## src/rtl/mux_pkg.sv

```systemverilog
// Shared types and constants for the 4:1 mux scan sequencer.
// Holds the FSM state encoding and the index-to-select mapping.
package mux_pkg;
   localparam int SEL_W  = 2;
   localparam int NUM_IN = 4;

   typedef enum logic [1:0] {IDLE, SCAN, DONE} state_t;
   typedef logic [SEL_W-1:0] sel_t;

   // Mux index = 2*s1 + s0, so the select pair is just the index bits.
   function automatic logic [1:0] sel_to_s(input sel_t idx);
      return {idx[1], idx[0]};
   endfunction
endpackage

```

## src/rtl/mux_scan_sequencer_if.sv

```systemverilog
// Select/capture bus between the scan sequencer and the gate-level 4:1 mux.
// The master side drives the selects and reports the captured word.
interface mux_scan_sequencer_if;
   import mux_pkg::*;

   logic              start;
   logic              w;
   logic              s0;
   logic              s1;
   logic              busy;
   logic              done;
   logic [NUM_IN-1:0] data;

   modport master (input start, input w,
                   output s0, output s1, output busy, output done, output data);
   modport slave  (output start, output w,
                   input s0, input s1, input busy, input done, input data);
endinterface

```

## src/rtl/dwell_counter.sv

```systemverilog
// Per-select dwell timer: counts 0..DWELL-1 while enabled and flags the last cycle.
// Wraps to zero on its terminal count so back-to-back dwells need no extra clear.
module dwell_counter #(
   parameter int DWELL = 4
) (
   input  logic i_clk,
   input  logic i_rst,
   input  logic i_clr,
   input  logic i_en,
   output logic o_tc
);
   localparam int            CW   = $clog2(DWELL + 1);
   localparam logic [CW-1:0] LAST = CW'(DWELL - 1);

   logic [CW-1:0] r_cnt;

   always_ff @(posedge i_clk) begin
      if (i_rst || i_clr)
         r_cnt <= '0;
      else if (i_en)
         r_cnt <= o_tc ? '0 : r_cnt + CW'(1);
   end

   assign o_tc = (r_cnt == LAST);
endmodule

```

## src/rtl/mux_scan_sequencer.sv

```systemverilog
// Steps the mux select through indices 0..3, samples w after each dwell,
// and publishes the four captured bits with a one-cycle done pulse.
module mux_scan_sequencer
   import mux_pkg::*;
#(
   parameter int DWELL = 4
) (
   input  logic                 i_clk,
   input  logic                 i_rst,
   mux_scan_sequencer_if.master io_mux
);
   state_t            r_state;
   sel_t              r_sel;
   logic [NUM_IN-1:0] r_shadow;
   logic [NUM_IN-1:0] r_data;
   logic              r_s0;
   logic              r_s1;
   logic              r_busy;
   logic              r_done;

   logic              w_tc;
   logic              w_cnt_en;
   logic              w_cnt_clr;
   sel_t              w_sel_nxt;
   logic [NUM_IN-1:0] w_shadow_nxt;

   assign w_cnt_en  = (r_state == SCAN);
   assign w_cnt_clr = (r_state != SCAN);
   assign w_sel_nxt = r_sel + sel_t'(1);

   dwell_counter #(.DWELL(DWELL)) u_dwell (
      .i_clk (i_clk),
      .i_rst (i_rst),
      .i_clr (w_cnt_clr),
      .i_en  (w_cnt_en),
      .o_tc  (w_tc)
   );

   // Shadow with the current index's bit replaced by w; on the last capture
   // this is the complete word, so data can load it on the same edge.
   always_comb begin
      w_shadow_nxt        = r_shadow;
      w_shadow_nxt[r_sel] = io_mux.w;
   end

   always_ff @(posedge i_clk) begin
      if (i_rst) begin
         r_state  <= IDLE;
         r_sel    <= '0;
         r_shadow <= '0;
         r_data   <= '0;
         r_s0     <= 1'b0;
         r_s1     <= 1'b0;
         r_busy   <= 1'b0;
         r_done   <= 1'b0;
      end else begin
         r_done <= 1'b0;
         case (r_state)
            IDLE: begin
               if (io_mux.start) begin
                  r_state      <= SCAN;
                  r_sel        <= '0;
                  r_shadow     <= '0;
                  r_busy       <= 1'b1;
                  {r_s1, r_s0} <= sel_to_s('0);
               end
            end
            SCAN: begin
               if (w_tc) begin
                  r_shadow <= w_shadow_nxt;
                  if (r_sel == sel_t'(NUM_IN - 1)) begin
                     r_state <= DONE;
                     r_busy  <= 1'b0;
                     r_done  <= 1'b1;
                     r_data  <= w_shadow_nxt;
                  end else begin
                     r_sel        <= w_sel_nxt;
                     {r_s1, r_s0} <= sel_to_s(w_sel_nxt);
                  end
               end
            end
            DONE: begin
               r_state      <= IDLE;
               {r_s1, r_s0} <= sel_to_s('0);
            end
            default: r_state <= IDLE;
         endcase
      end
   end

   assign io_mux.s0   = r_s0;
   assign io_mux.s1   = r_s1;
   assign io_mux.busy = r_busy;
   assign io_mux.done = r_done;
   assign io_mux.data = r_data;
endmodule

```

## src/flat_wrapper.sv

```systemverilog
// flat-port wrapper written by rule: the top's interface ports become plain ports
module mux_scan_sequencer_flat import mux_pkg::*;
#(
   parameter int DWELL = 4
)
  (i_clk, i_rst, io_mux_start, io_mux_w, io_mux_s0, io_mux_s1, io_mux_busy, io_mux_done, io_mux_data);
  mux_scan_sequencer_if io_mux_i ();
  input  logic i_clk;
  input  logic i_rst;
  input wire logic [$bits(io_mux_i.start)-1:0] io_mux_start;
  input wire logic [$bits(io_mux_i.w)-1:0] io_mux_w;
  output wire logic [$bits(io_mux_i.s0)-1:0] io_mux_s0;
  output wire logic [$bits(io_mux_i.s1)-1:0] io_mux_s1;
  output wire logic [$bits(io_mux_i.busy)-1:0] io_mux_busy;
  output wire logic [$bits(io_mux_i.done)-1:0] io_mux_done;
  output wire logic [$bits(io_mux_i.data)-1:0] io_mux_data;
  assign io_mux_i.start = io_mux_start;
  assign io_mux_i.w = io_mux_w;
  assign io_mux_s0 = io_mux_i.s0;
  assign io_mux_s1 = io_mux_i.s1;
  assign io_mux_busy = io_mux_i.busy;
  assign io_mux_done = io_mux_i.done;
  assign io_mux_data = io_mux_i.data;
  mux_scan_sequencer #(.DWELL(DWELL)) u_core (.i_clk(i_clk), .i_rst(i_rst), .io_mux(io_mux_i));
endmodule
```

## config.mk

```make
export PLATFORM = sky130hd
export DESIGN_NAME = mux_scan_sequencer_flat
export DESIGN_NICKNAME = d
export VERILOG_FILES = /design/src/rtl/mux_pkg.sv /design/src/rtl/mux_scan_sequencer_if.sv /design/src/rtl/dwell_counter.sv /design/src/rtl/mux_scan_sequencer.sv /design/src/flat_wrapper.sv
export SDC_FILE = /design/constraint.sdc
export NUM_CORES = 1
export LEC_CHECK = 0
export CORE_MARGIN = 1
export CORE_UTILIZATION = 40
export DETAILED_ROUTE_END_ITERATION = 8
export RECOVER_POWER = 25
export SLEW_MARGIN = 20
export SYNTH_ARGS = -nofsm -noshare
export SYNTH_HDL_FRONTEND = slang
export SYNTH_SLANG_ARGS = --single-unit
```

## constraint.sdc

```tcl
create_clock -name i_clk -period 1.6 [get_ports i_clk]
set_clock_uncertainty 0.15 [all_clocks]
set_input_delay 0.32 -clock i_clk [delete_from_list [all_inputs] [get_ports i_clk]]
set_output_delay 0.32 -clock i_clk [all_outputs]
set_load 0.005 [all_outputs]
```

# Word-level counts from Yosys, hierarchy flattened

Cells that the tools add are included.

Add/sub/neg operators: 2
Magnitude comparators: 2
Equal/unequal tests: 9
Mux-type cells: 27
Bitwise logic cells: 2
Reductions and logical operators: 12

Operators with widths:

| operator                                                   | number |
|---|---|
| 2-to-1 mux 2 bit                                           | 6 |
| AND reduction 4 bit                                        | 3 |
| 2-to-1 mux 1 bit                                           | 10 |
| AND reduction 3 bit                                        | 3 |
| 2-to-1 mux 4 bit                                           | 2 |
| case mux 2 bit (2 select lines)                            | 2 |
| case mux 4 bit (2 select lines)                            | 1 |
| inequality test 2 x 1 -> 1 bit, second input constant      | 3 |
| case mux 1 bit (3 select lines)                            | 2 |
| bitwise mux 4 bit                                          | 1 |
| equality test 2 bit, second input constant                 | 2 |
| inequality test 2 bit, second input constant               | 2 |
| adder 3 x 1 -> 3 bit, second input constant                | 1 |
| equality test 3 x 2 -> 1 bit, second input constant        | 1 |
| less-than comparator 2 x 3 -> 1 bit, second input constant | 1 |
| 2-to-1 mux 3 bit                                           | 1 |
| nonzero test 3 bit                                         | 1 |
| OR reduction 3 bit                                         | 1 |
| adder 2 x 1 -> 2 bit, second input constant                | 1 |
| demux 1 bit (select 2 bit)                                 | 1 |
| equality test 2 x 1 -> 1 bit, second input constant        | 1 |
| >= comparator 2 x 1 -> 1 bit, second input constant        | 1 |
| zero test 2 bit                                            | 1 |
| NOT 1 bit                                                  | 2 |
| 4 further kinds                                            | 4 |

Bits in registers: 19
Bits of input ports: 4
Output and inout bits: 8
Logic and storage cells: 63

# Logic depth before layout (Yosys ltp)

Gate-level depths: netlist of run 1.

Word-level depth: 7
Depth in mapped cells: 5
Mapped depth without buffers: 4

# Hierarchy

From an unflattened synthesis of run 1, not the netlist that was laid out.

Cell total of the unflattened synthesis: 96
Area total of the unflattened synthesis: 893.4 um^2

By module, submodules not included:

| module             | instances | cells each | area an instance (um^2) | sequential area each (um^2) |
|---|---|---|---|---|
| mux_scan_sequencer | 1         | 83         | 753.2                   | 300.3 |
| dwell_counter      | 1         | 13         | 140.1                   | 60.1 |

# Worst setup path after synthesis of run 1

OpenSTA, ideal clock, no wires.

Path type: register to register
Start point: register u_core.r_sel[0]
End point: register u_core.r_data[0] (netlist: u_core.io_mux.data[0])
Setup time: 0.091 ns
Data arrival time: 1.159 ns
Data required time: 1.359 ns
Setup slack: 0.200 ns
Cell stages (with the launch flop): 5
Buffers on the path: 1
Period minus slack after synthesis: 1.400 ns
Cell sequence: dfxtp_1 > ha_1 > clkbuf_1 > a21oi_1 > a311oi_1

Cells in the longest elaborated chain, start to end: 5
Elaborated cells on any way between the ends: 8
Classes of those cells: 2 x order compare; 1 x eq/ne; 3 x mux; 2 x reduce/logical

RTL lines:

| item                                                                                                      | line                     | text |
|---|---|---|
| start: declaration                                                                                        | mux_scan_sequencer.sv:13 | `sel_t r_sel;` |
| start signal: assignment                                                                                  | mux_scan_sequencer.sv:77 | `r_sel <= w_sel_nxt;` |
| less-than comparator 2 x 3 -> 1 bit (implied by the code) or >= comparator 2 x 1 -> 1 bit (tied branches) | mux_scan_sequencer.sv:43 | `w_shadow_nxt[r_sel] = io_mux.w;` |
| logical AND 1 bit (implied by the code)                                                                   | mux_scan_sequencer.sv:43 |  |
| 2-to-1 mux 1 bit (implied by the code)                                                                    | mux_scan_sequencer.sv:43 |  |
| demux 1 bit (select 2 bit)                                                                                | --                       |  |
| bitwise mux 4 bit                                                                                         | mux_scan_sequencer.sv:43 |  |
| end signal: assignment                                                                                    | mux_scan_sequencer.sv:75 | `r_data <= w_shadow_nxt;` |
| end: declaration                                                                                          | mux_scan_sequencer.sv:15 | `logic [NUM_IN-1:0] r_data;` |

Parallel ways exist; a longest one is shown, timed or not.
A chain may end at the register's enable or synchronous reset.

# Worst setup path after layout of run 1

Start point: register u_core.r_done (netlist: u_core.io_mux.done)
End point: output io_mux_done

RTL lines:

| item                     | line                     | text |
|---|---|---|
| start: declaration       | mux_scan_sequencer.sv:19 | `logic r_done;` |
| start signal: assignment | mux_scan_sequencer.sv:55 | `r_done <= 1'b0;` |
| start signal: assignment | mux_scan_sequencer.sv:57 | `r_done <= 1'b0;` |
| start signal: assignment | mux_scan_sequencer.sv:74 | `r_done <= 1'b1;` |
| end: declaration         | flat_wrapper.sv:15       | `output wire logic [$bits(io_mux_i.done)-1:0] io_mux_done;` |

No word-level cell between the ends.

==> summary.txt, run 1 <==
Setup path
  – Cell family with most CP delay: buffers and inverters
  – Buf/Inv on CP: 1
  – Worst EP arrival: 1.08 ns
  – Crit-path cells: clkdlybuf4s50_1
  – Worst setup EP type: output pin
  – Setup Crit Path Kind: reg -> out
  – CP max-delay cell: clkdlybuf4s50_1
  – Critical Path Source Type: register
  – Crit path largest cell delay: 0.49 ns
  – R2r startpoint: u_core.u_dwell.r_cnt[0]
  – Crit path launch: u_core.io_mux.done
  – Data required, critical path: 1.13 ns
  – CP max FO: 1

Timing
  – Slew Viols, Final: 0
  – Least-Margin Pin Slew: 0.2914 ns
  – Part of the cycle the worst path needs: 0.9717
  – Fmax: 643.2 MHz
  – Final hold violations: 0
  – Hold WS: 0.2832 ns
  – Fin Setup TNS: 0 ns
  – # setup viols final: 0
  – Min Tclk post-route: 1.555 ns
  – RSZ-0062 raised after global routing: no
  – Rel. slew slack: 0.8055
  – Post-route setup slack: 0.04531 ns

Power and ir drop
  – Int Power: 0.6188 mW
  – PD cells: 731.7 nW/um^2
  – Sequential share of power: 0.585
  – Gate power share: 0.066
  – Peak VDD IR: 0.3427 mV
  – P_sw: 0.1676 mW
  – Leakage dissipation: 0.4743 nW
  – Sw Ratio: 0.2131
  – Clk pwr share: 0.349

Placement
  – DP Worst Slack: -0.1130 ns
  – # port buffers: 11
  – GP Congestion: 0.7675
  – DP HPWL: 1276 microns
  – Dpl cell area: 1010 sq um
  – Placed Cells: 127

Cells and area
  – Nets: 115
  – Final instance area: 1075 sq um
  – Leading cell type in the layout, fill and taps excluded: dfxtp_1
  – Area grow syn2layout: 29.37%
  – Finished Layout Cells: 132
  – Most frequent cells in the layout: 16 x dfxtp_1, 9 x nand3_1, 9 x buf_4
  – Layout cell share with drive strength beyond 1: 0.1905
  – Antenna cells: 0

Logic synthesis
  – Yosys warnings: 0
  – Seq/Total Area, Yosys: 0.4337
  – Syn_area_per_cell: 9.660 sq um
  – Syn nets: 95
  – Synthesized area: 830.8 sq um
  – Yosys reg bits: 18
  – Cell count after synthesis: 86
  – Synth cell types: 26

GRT
  – Largest net degree at the start of global routing: 14
  – All-Layer GR Usage: 0.1728
  – Antenna violations before repair: 0
  – Vias in the first global route: 612
  – Grt ovf: 0
  – First-pass GRT wire length: 2628 microns

Floorplanning
  – Die area: 2263 sq um
  – Die height: 47.58 microns
  – Io pins: 12
  – Core box area: 1962 sq um
  – Die X: 47.58 microns
  – Starting Density: 0.4235
  – Std-Cell Rows: 16

Clock network
  – Hold-fix buffers, CTS: 0
  – Post CTS Setup Buffer Count: 0
  – Worst-path clk slew: 0.10 ns
  – Max clock buf depth: 2
  – Skew-Pair Late Insertion Delay: 0.29 ns
  – TritonCTS clock tree: done
  – CTS sink count: 18
  – H-tree depth: 1
  – Root buf cell: clkbuf_4
  – CTS Buf Count: 3

Min path
  – Min-delay src: u_core.u_dwell.r_cnt[0]
  – Worst Hold Class: reg -> reg

Routing
  – Vias per cell: 5.606
  – Routed Antenna Nets: 0
  – DR vias: 740
  – DRC: 0
  – Drt first pass iters: 5
  – DR WL/cell: 13.55 microns
  – WL final: 1789 microns
  – Initial DRC Count: 24

Run
  – MaxCap Viol Count: 0

Outcome
  – Status: completed
==> registers in the layout, indices dropped and copies added (netlist names) <==
name and count:
u_core.io_mux.busy 1, u_core.r_state 2, u_core.r_shadow 3, u_core.io_mux.done 1, u_core.u_dwell.r_cnt 3, u_core.io_mux.s0 1, u_core.io_mux.s1 1, u_core.io_mux.data 4
u_core.r_sel 2
==> logic make-up after synthesis <==
logic type,Yosys count,synth area share
simple gates,26,0.2093
mux,3,0.03615
flops,18,0.4337
buf+inv,10,0.05722
compound gates,24,0.1883
fa+ha+maj,5,0.07530
==> metrics by stage <==
step | power, mW | util
after detailed placement | 0.5215 | 0.5147
after CTS | 0.7955 | 0.5351
after floorplan | 0.4927 | -
final | 0.7865 | 0.5478
after global routing | 0.8278 | 0.5478
after global placement | 0.5206 | 0.5147
==> power by group through the flow <==
| stage | registers (mW) | clock network [mW] | logic, mW |
|---|---|---|---|
| after floorplan | 0.467 | 0 | 0.0255 |
| after global placement | 0.470 | 0 | 0.0511 |
| after detailed placement | 0.470 | 0 | 0.0518 |
| after CTS | 0.460 | 0.284 | 0.0520 |
| after global routing | 0.461 | 0.310 | 0.0566 |
| final | 0.460 | 0.275 | 0.0518 |
==> repair_timing <==
item                       4_1_cts  5_1_grt
setup endpoints to repair        6        7
pin swaps                        0        0
resized for setup                7        7
cloned                           0        1
==> cell usage after synthesis <==
cell type | instances | area share
nor3_1 | 2 | 0.012
inv_1 | 4 | 0.018
and4b_1 | 1 | 0.012
dfxtp_1 | 18 | 0.43
a21oi_2 | 1 | 0.011
a31oi_1 | 4 | 0.030
a211oi_2 | 1 | 0.015
buf_2 | 2 | 0.012
nand2b_1 | 2 | 0.015
a21oi_1 | 8 | 0.048
clkbuf_1 | 3 | 0.014
o21bai_1 | 1 | 0.0090
and4bb_4 | 1 | 0.020
mux2i_1 | 3 | 0.036
and2b_1 | 1 | 0.0090
nand4bb_1 | 2 | 0.027
o22ai_1 | 1 | 0.0075
o21ai_0 | 3 | 0.018
o211ai_1 | 2 | 0.018
a311oi_1 | 3 | 0.032
nor2_1 | 3 | 0.014
nand3b_1 | 4 | 0.036
buf_6 | 1 | 0.014
or3b_1 | 1 | 0.011
ha_1 | 5 | 0.075
nand3_1 | 9 | 0.054
==> per-layer routing <==
| layer | vias to the layer above | track usage | part of all wire |
|---|---|---|---|
| li1 | 360 | - | - |
| met1 | 341 | 0.2276 | 0.47 |
| met2 | 31 | 0.2685 | 0.47 |
| met3 | 8 | 0.03396 | 0.053 |
| met4 | 0 | 0.08889 | 0.016 |
| met5 | - | 0 | 0 |
==> worst register-to-register path, delay by kind of cell (launching register included) <==
family / cells / cell delay (ns)
and+or+nand+nor: 1 / 0.33
AOI/OAI and AO/OA: 2 / 0.31
adders and majority gates: 1 / 0.25
DFF: 1 / 0.35
==> worst paths after layout <==
| kind | slack [ns] | to | cells after the start |
|---|---|---|---|
| max | 0.05 | io_mux_done | 1 |
| min reg2reg | 0.28 | u_core.u_dwell.r_cnt[0] | 1 |
| min | 0.28 | u_core.u_dwell.r_cnt[0] | 1 |
| max reg2reg | 0.13 | u_core.io_mux.data[1] | 4 |
==> final cells by class <==
| cell class | instances | area (sq um) |
|---|---|---|
| Tap cell | 27 | 33.78 |
| Timing Repair Buffer | 20 | 187.7 |
| Sequential cell | 18 | 362.8 |
| Multi-Input combinational cell | 59 | 439.2 |
| Clock buffer | 4 | 36.28 |
| Fill cell | 195 | 887.1 |
| Inverter | 4 | 15.01 |
(Power assumes the default switching activity.)
==> run 2, diff against run 1 <==
--- a/config.mk
+++ b/config.mk
@@ -12,4 +12,5 @@
 export SLEW_MARGIN = 20
 export SYNTH_ARGS = -nofsm -noshare
 export SYNTH_HDL_FRONTEND = slang
+export SYNTH_HIERARCHICAL = 1
 export SYNTH_SLANG_ARGS = --single-unit
==> run 2 against run 1 <==
  * The flow now finishes with violations (setup timing)
  * First-iteration DRC count fell by 25%
  * Worst setup slack got worse by 0.11 ns
  * Cell count rose by 14%
  * Largest power group unchanged
  * Fmax fell by 6.7%
  * Global-route usage rose by 0.42 points
  * Non-clock buffer count rose by 7
  * Synthesized cell count rose by 12%
  * Core utilization rose by 6.5 points
  * Critical path type is now reg -> reg
==> summary.txt, run 2 <==
Routing
  – WL final: 1923 microns (+7.5%)
  – Drt first pass iters: 4 (-1)
  – DRC: 0 (unchanged)
  – Routed Antenna Nets: 0 (unchanged)
  – Vias per cell: 5.285 (-5.7%)
  – DR WL/cell: 12.74 microns (-6.0%)
  – DR vias: 798 (+7.8%)
  – Initial DRC Count: 18 (-25%)

Logic synthesis
  – Ys async rst share: 0 (unchanged)
  – Yosys reg bits: 18 (unchanged)
  – Cell count after synthesis: 96 (+12%)
  – Syn nets: 106 (+12%)
  – Syn_area_per_cell: 9.306 sq um (-3.7%)
  – EDFF count, synth: 0 (unchanged)
  – Cell with the most instances after synthesis: dfxtp_1
  – Synth cell types: 34 (+31%)
  – Share of the synthesized area in the top cell type: 0.4034 (-0.03037)
  – Commonest cells in the netlist: 18 x dfxtp_1, 8 x nand2_1, 6 x ha_1, 6 x inv_1, 6 x nor2_1
  – Synthesized area: 893.4 sq um (+7.5%)
  – Yosys warnings: 6 (+6)
  – Top post-synthesis cells by area: dfxtp_1 40%, ha_1 8.4%, a221o_1 3.4%, mux2i_1 3.4%, a211oi_1 3.4%
  – Top FF cell, synth: dfxtp_1
  – Post-synth top area cell: dfxtp_1
  – Seq/Total Area, Yosys: 0.4034 (-0.03037)

Floorplanning
  – Die area: 2427 sq um (+7.2%)
  – Core box area: 2022 sq um (+3.1%)
  – Io pins: 12 (unchanged)
  – Starting Density: 0.4418 (+0.01836)
  – Std-Cell Rows: 16 (unchanged)
  – Die X: 49.26 microns (+3.5%)
  – Die height: 49.26 microns (+3.5%)

Placement
  – GP Congestion: 0.8162 (+6.3%)
  – DP HPWL: 1374 microns (+7.6%)
  – DP Worst Slack: -0.1483 ns (-0.03525 ns)
  – Dpl cell area: 1127 sq um (+12%)
  – # port buffers: 11 (unchanged)

Clock network
  – CTS sink count: 18 (unchanged)
  – Root buf cell: clkbuf_4
  – CTS Buf Count: 3 (unchanged)
  – Max clock buf depth: 2 (unchanged)
  – Skew-Pair Late Insertion Delay: 0.29 ns (about the same)
  – TritonCTS clock tree: done
  – Worst-path clk slew: 0.11 ns (about the same)
  – H-tree depth: 1 (unchanged)

Timing
  – Part of the cycle the worst path needs: 1.042 (+0.06986)
  – Fin Setup TNS: -0.1793 ns (-0.1793 ns)
  – Final hold violations: 0 (unchanged)
  – Rel. slew slack: 0.8170 (+0.01153)
  – # setup viols final: 5 (+5)
  – Slew Viols, Final: 0 (unchanged)
  – RSZ-0062 raised after global routing: yes
  – Least-Margin Pin Slew: 0.2737 ns (-0.01775 ns)
  – Fmax: 600.1 MHz (-6.7%)
  – Post-route setup slack: -0.06646 ns (-0.1118 ns)
  – Min Tclk post-route: 1.666 ns (+0.1118 ns)

Cells and area
  – Area grow syn2layout: 38.80%
  – Final instance area: 1240 sq um (+15%)
  – Layout cell share with drive strength beyond 1: 0.3387 (+0.1482)
  – Reg area: 369.1 sq um (+1.7%)
  – Fillers: 182 (-6.7%)
  – Final Util: 0.6132 (+0.06541)
  – Nets: 135 (+17%)
  – Most frequent cells in the layout: 15 x buf_4, 11 x dfxtp_1, 7 x nand2_1, 7 x dfxtp_2, 6 x inv_1
  – Leading cell type in the layout, fill and taps excluded: buf_4
  – Multi-input gate area: 536.8 sq um (+22%)
  – Max FFs per register: 4 (unchanged)
  – Antenna cells: 0 (unchanged)

Power and ir drop
  – Overall power: 0.8196 mW (+4.2%)
  – PD cells: 661.0 nW/um^2 (-9.7%)
  – Peak VDD IR: 0.8073 mV (+140%)
  – Leakage dissipation: 0.5568 nW (+17%)

Outcome
  – Status: finished with violations
  – Failing checks: setup timing

GRT
  – Grt ovf: 0 (unchanged)
  – All-Layer GR Usage: 0.1770 (+0.004246)
  – Vias in the first global route: 761 (+24%)
  – Largest net degree at the start of global routing: 14 (unchanged)
  – Antenna violations before repair: 0 (unchanged)
  – First-pass GRT wire length: 3270 microns (+24%)

Run
  – MaxCap Viol Count: 0 (unchanged)

Min path
  – Worst Hold Class: reg -> reg

Setup path
  – Worst EP arrival: 1.74 ns (+0.66 ns)
  – Data required, critical path: 1.68 ns (+0.55 ns)
  – Setup Crit Path Kind: reg -> reg
  – Critical Path Source Type: register
  – Worst setup EP type: register
  – CP max FO: 6 (+5)
## run 2: repair_timing
action,CTS,global route
hold buffers,0,0
pin swaps,2,9
setup endpoints to repair,10,18
resized for setup,9,16
setup buffers,2,1
endpoints found under the hold margin,0,0
## run 2: metal layers
layer	track usage	part of all wire
met1	0.2129	0.47
met2	0.3014	0.49
met3	0.05607	0.036
met4	0.04412	0.0057
met5	0	0
## run 2: path summary, 6_finish.rpt
| check | cells after the start | from | end | slack (ns) |
|---|---|---|---|---|
| setup reg to reg | 5 | u_core/u_dwell/r_cnt[0] | u_core/io_mux.s1 | -0.07 |
| setup / recovery | 5 | u_core/u_dwell/r_cnt[0] | u_core/io_mux.s1 | -0.07 |
| hold / removal | 2 | u_core/io_mux.data[3] | u_core/io_mux.data[3] | 0.32 |
| hold reg to reg | 2 | u_core/io_mux.data[3] | u_core/io_mux.data[3] | 0.32 |
## run 2: area by class of cell
| type | instances | area share |
|---|---|---|
| multi-input cells | 68 | 0.4329 |
| flip-flops and latches | 18 | 0.2977 |
| repair buffers | 27 | 0.1917 |
| clock buffers | 4 | 0.02926 |
| well taps | 27 | 0.02725 |
| inverters | 7 | 0.02119 |
## run 2: cell families after synthesis
| group | synth area share |
|---|---|
| and+or+nand+nor | 0.2563 |
| DFF | 0.4034 |
| adders and majority gates | 0.08403 |
| muxes | 0.04622 |
| buffers and inverters | 0.05461 |
| AOI/OAI and AO/OA | 0.1555 |
## run 2: worst max-delay path: stages (launching register included)
cell and delay [ns]:
dfxtp_2 0.36, ha_4 0.13, nor2b_4 0.20, or3b_1 0.38, a21oi_2 0.19, mux2i_1 0.19
## run 2: per-stage QoR
stage,hold WS (ns),instances
finish,0.3164,151
global route,0.3382,151
CTS,0.3198,150
detailed placement,0.3089,144
global placement,0.2978,144
floorplan,0.2394,96
## run 2: power by group
group          total, mW  switching, mW  internal [mW]
clock network      0.283          0.144          0.139
logic             0.0770         0.0386         0.0384
registers          0.460        0.00550          0.455
total              0.820          0.188          0.632
==> run 3, diff against run 2 <==
==> constraint.sdc (replaced) <==
create_clock -name i_clk -period 1.4 [get_ports i_clk]
set_clock_uncertainty 0.15 [all_clocks]
set_input_delay 0.28 -clock i_clk [delete_from_list [all_inputs] [get_ports i_clk]]
set_output_delay 0.28 -clock i_clk [all_outputs]
set_load 0.005 [all_outputs]
==> run 3 against run 2 <==
  * The run still ends with setup timing left
  * Worst hold slack lost 0.0035 ns
  * Critical path depth unchanged
  * Combinational power rose by 36%
  * Non-clock buffer count rose by 11
  * Largest cell class unchanged
  * Largest power group unchanged
  * Highest routed layer unchanged
==> summary.txt, run 3 (synthesis gave the netlist of run 2 again) <==
Setup path
  – R2r startpoint: u_core/u_dwell/r_cnt[1]
  – FF-to-FF setup slack: -0.27 ns (-0.21 ns)
  – RR Endpoint: u_core/io_mux.s1
  – Crit-path cells: ha_4, nor2b_4, or3b_4, a21oi_4, mux2i_1
  – Crit path largest cell delay: 0.41 ns (+0.03 ns)
  – Critical Path Source Type: register
  – Crit path launch: u_core/u_dwell/r_cnt[1]
  – CP max FO: 6 (unchanged)
  – Setup crit end: u_core/io_mux.s1
  – CP max-delay cell: or3b_4
  – Setup Crit Path Kind: reg -> reg
  – FF-to-FF path depth: 5 (unchanged)
  – Data required, critical path: 1.49 ns (-0.19 ns)
  – Worst setup EP type: register
  – Worst EP arrival: 1.77 ns (+0.03 ns)

Min path
  – Min-delay src: u_core/io_mux.s0
  – Worst Hold Class: reg -> reg

Clock network
  – CTS Buf Count: 3 (unchanged)
  – TritonCTS clock tree: done
  – Worst-path clk slew: 0.10 ns (about the same)
  – Max clock buf depth: 2 (unchanged)
  – Root buf cell: clkbuf_4
  – CTS sink count: 18 (unchanged)
  – Skew-Pair Late Insertion Delay: 0.30 ns (about the same)
  – Hold-fix buffers, CTS: 0 (unchanged)
  – H-tree depth: 1 (unchanged)

Routing
  – Vias per cell: 5.112 (-3.3%)
  – DR vias: 823 (+3.1%)
  – Routed Antenna Nets: 0 (unchanged)
  – Initial DRC Count: 18 (unchanged)
  – Drt first pass iters: 3 (-1)
  – DRC: 0 (unchanged)
  – WL final: 1955 microns (+1.7%)
  – DR WL/cell: 12.14 microns (-4.7%)

Cells and area
  – Finished Layout Cells: 161 (+6.6%)
  – Final instance area: 1294 sq um (+4.3%)
  – Most frequent cells in the layout: 27 x buf_4, 10 x dfxtp_2, 8 x nand2_1, 8 x dfxtp_1
  – Final Util: 0.6399 (+0.02661)
  – Max FFs per register: 4 (unchanged)
  – Antenna cells: 0 (unchanged)
  – Area grow syn2layout: 44.82%
  – Layout cell share with drive strength beyond 1: 0.3955 (+0.05681)
  – Leading cell type in the layout, fill and taps excluded: buf_4
  – Nets: 146 (+8.1%)

GRT
  – First-pass GRT wire length: 3353 microns (+2.5%)
  – Grt ovf: 0 (unchanged)
  – Antenna violations before repair: 0 (unchanged)
  – Vias in the first global route: 783 (+2.9%)
  – Largest net degree at the start of global routing: 14 (unchanged)
  – All-Layer GR Usage: 0.1826 (+0.005640)

Power and ir drop
  – Int Power: 0.6768 mW (+7.2%)
  – P_sw: 0.2183 mW (+16%)
  – Sw Ratio: 0.2439 (+0.01448)
  – PD cells: 691.8 nW/um^2 (+4.7%)
  – Leakage dissipation: 0.5698 nW (+2.3%)
  – Gate power share: 0.117 (+0.023)
  – Clk pwr share: 0.297 (-0.048)
  – Peak VDD IR: 0.6233 mV (-23%)
  – Sequential share of power: 0.586 (+0.025)

Timing
  – RSZ-0062 raised after global routing: yes
  – Part of the cycle the worst path needs: 1.195 (+0.1536)
  – Min Tclk post-route: 1.673 ns (+0.006679 ns)
  – Slew Viols, Final: 0 (unchanged)
  – Fmax: 597.7 MHz (-0.40%)
  – Rel. slew slack: 0.7652 (-0.05181)
  – Final hold violations: 0 (unchanged)
  – Post-route setup slack: -0.2731 ns (-0.2067 ns)
  – Least-Margin Pin Slew: 0.3495 ns (+0.07589 ns)
  – # setup viols final: 15 (+10)

Placement
  – Placed Cells: 154 (+6.9%)
  – Dpl cell area: 1205 sq um (+6.9%)
  – DP HPWL: 1415 microns (+3.0%)
  – GP Congestion: 0.7619 (-6.7%)
  – # port buffers: 11 (unchanged)

Outcome
  – Failing checks: setup timing
  – Status: finished with violations

Run
  – MaxCap Viol Count: 0 (unchanged)

Floorplanning
  – Io pins: 12 (unchanged)
  – Starting Density: 0.4418 (unchanged)
  – Core box area: 2022 sq um (unchanged)
  – Die X: 49.26 microns (unchanged)
  – Die height: 49.26 microns (unchanged)
  – Std-Cell Rows: 16 (unchanged)
  – Die area: 2427 sq um (unchanged)
-- run 3: cell count changes in the layout (fill, tap and decap cells not counted), moves of 3 or more --
| cell | before | now |
|---|---|---|
| buf_4 | 15 | 27 |
| dfxtp_1 | 11 | 8 |
| dfxtp_2 | 7 | 10 |
| dlygate4sd2_1 | 3 | 6 |
| dlymetal6s2s_1 | 3 | 0 |
-- run 3: how the worst min path moves through the flow --
stage,end,depth (start not counted)
after global placement,u_core/io_mux.data[3],2
final,u_core/io_mux.s0,2
after CTS,u_core/io_mux.s1,2
after global routing,u_core/io_mux.s1,2
after floorplan,u_core/u_dwell/r_cnt[1],1
after detailed placement,u_core/io_mux.s1,2
-- run 3: what timing repair did --
action,in CTS,in global routing
buffers inserted,3,1
resized for setup,15,7
setup endpoints to repair,21,17
pin swaps,1,2
-- run 3: area by class of cell --
class / count / area, sq um
repair buffers: 38 / 305.3
clock buffers: 3 / 22.52
multi-input cells: 68 / 533.0
fillers: 186 / 728.2
flip-flops and latches: 18 / 372.9
inverters: 7 / 26.28
well taps: 27 / 33.78
-- run 3: critical path, delay by kind of cell (launching register included) --
| family | cells | cell delay [ns] |
|---|---|---|
| and+or+nand+nor | 2 | 0.61 |
| DFF | 1 | 0.36 |
| muxes | 1 | 0.18 |
| AOI/OAI and AO/OA | 1 | 0.17 |
| adders and majority gates | 1 | 0.13 |
-- run 3: power groups by stage --
stage | clock [mW] | combinational, mW | sequential [mW]
4_1_cts | 0.275 | 0.100 | 0.524
3_5_place_dp | 0 | 0.0955 | 0.536
2_1_floorplan | 0 | 0.0430 | 0.536
6_report | 0.266 | 0.105 | 0.524
5_1_grt | 0.295 | 0.115 | 0.525
3_3_place_gp | 0 | 0.0950 | 0.536
-- run 3: per-stage QoR --
step | TNS, ns | hold slack [ns] | total power [mW] | setup WS [ns]
5_1_grt | -3.484 | 0.3334 | 0.9356 | -0.3288
6_report | -2.525 | 0.3130 | 0.8950 | -0.2731
2_1_floorplan | -0.7771 | 0.1994 | 0.5793 | -0.1946
4_1_cts | -2.522 | 0.3196 | 0.8999 | -0.2687
3_3_place_gp | -2.566 | 0.2953 | 0.6315 | -0.2961
3_5_place_dp | -2.688 | 0.3008 | 0.6319 | -0.3414
-- run 3: per-layer routing --
layer,wire (microns),vias to the layer above,part of all wire,GRT usage
li1,-,421,-,-
met4,19,0,0.0097,0.04412
met1,885,385,0.45,0.2045
met3,82,3,0.042,0.05607
met2,967,14,0.49,0.3311
met5,0,-,0,0
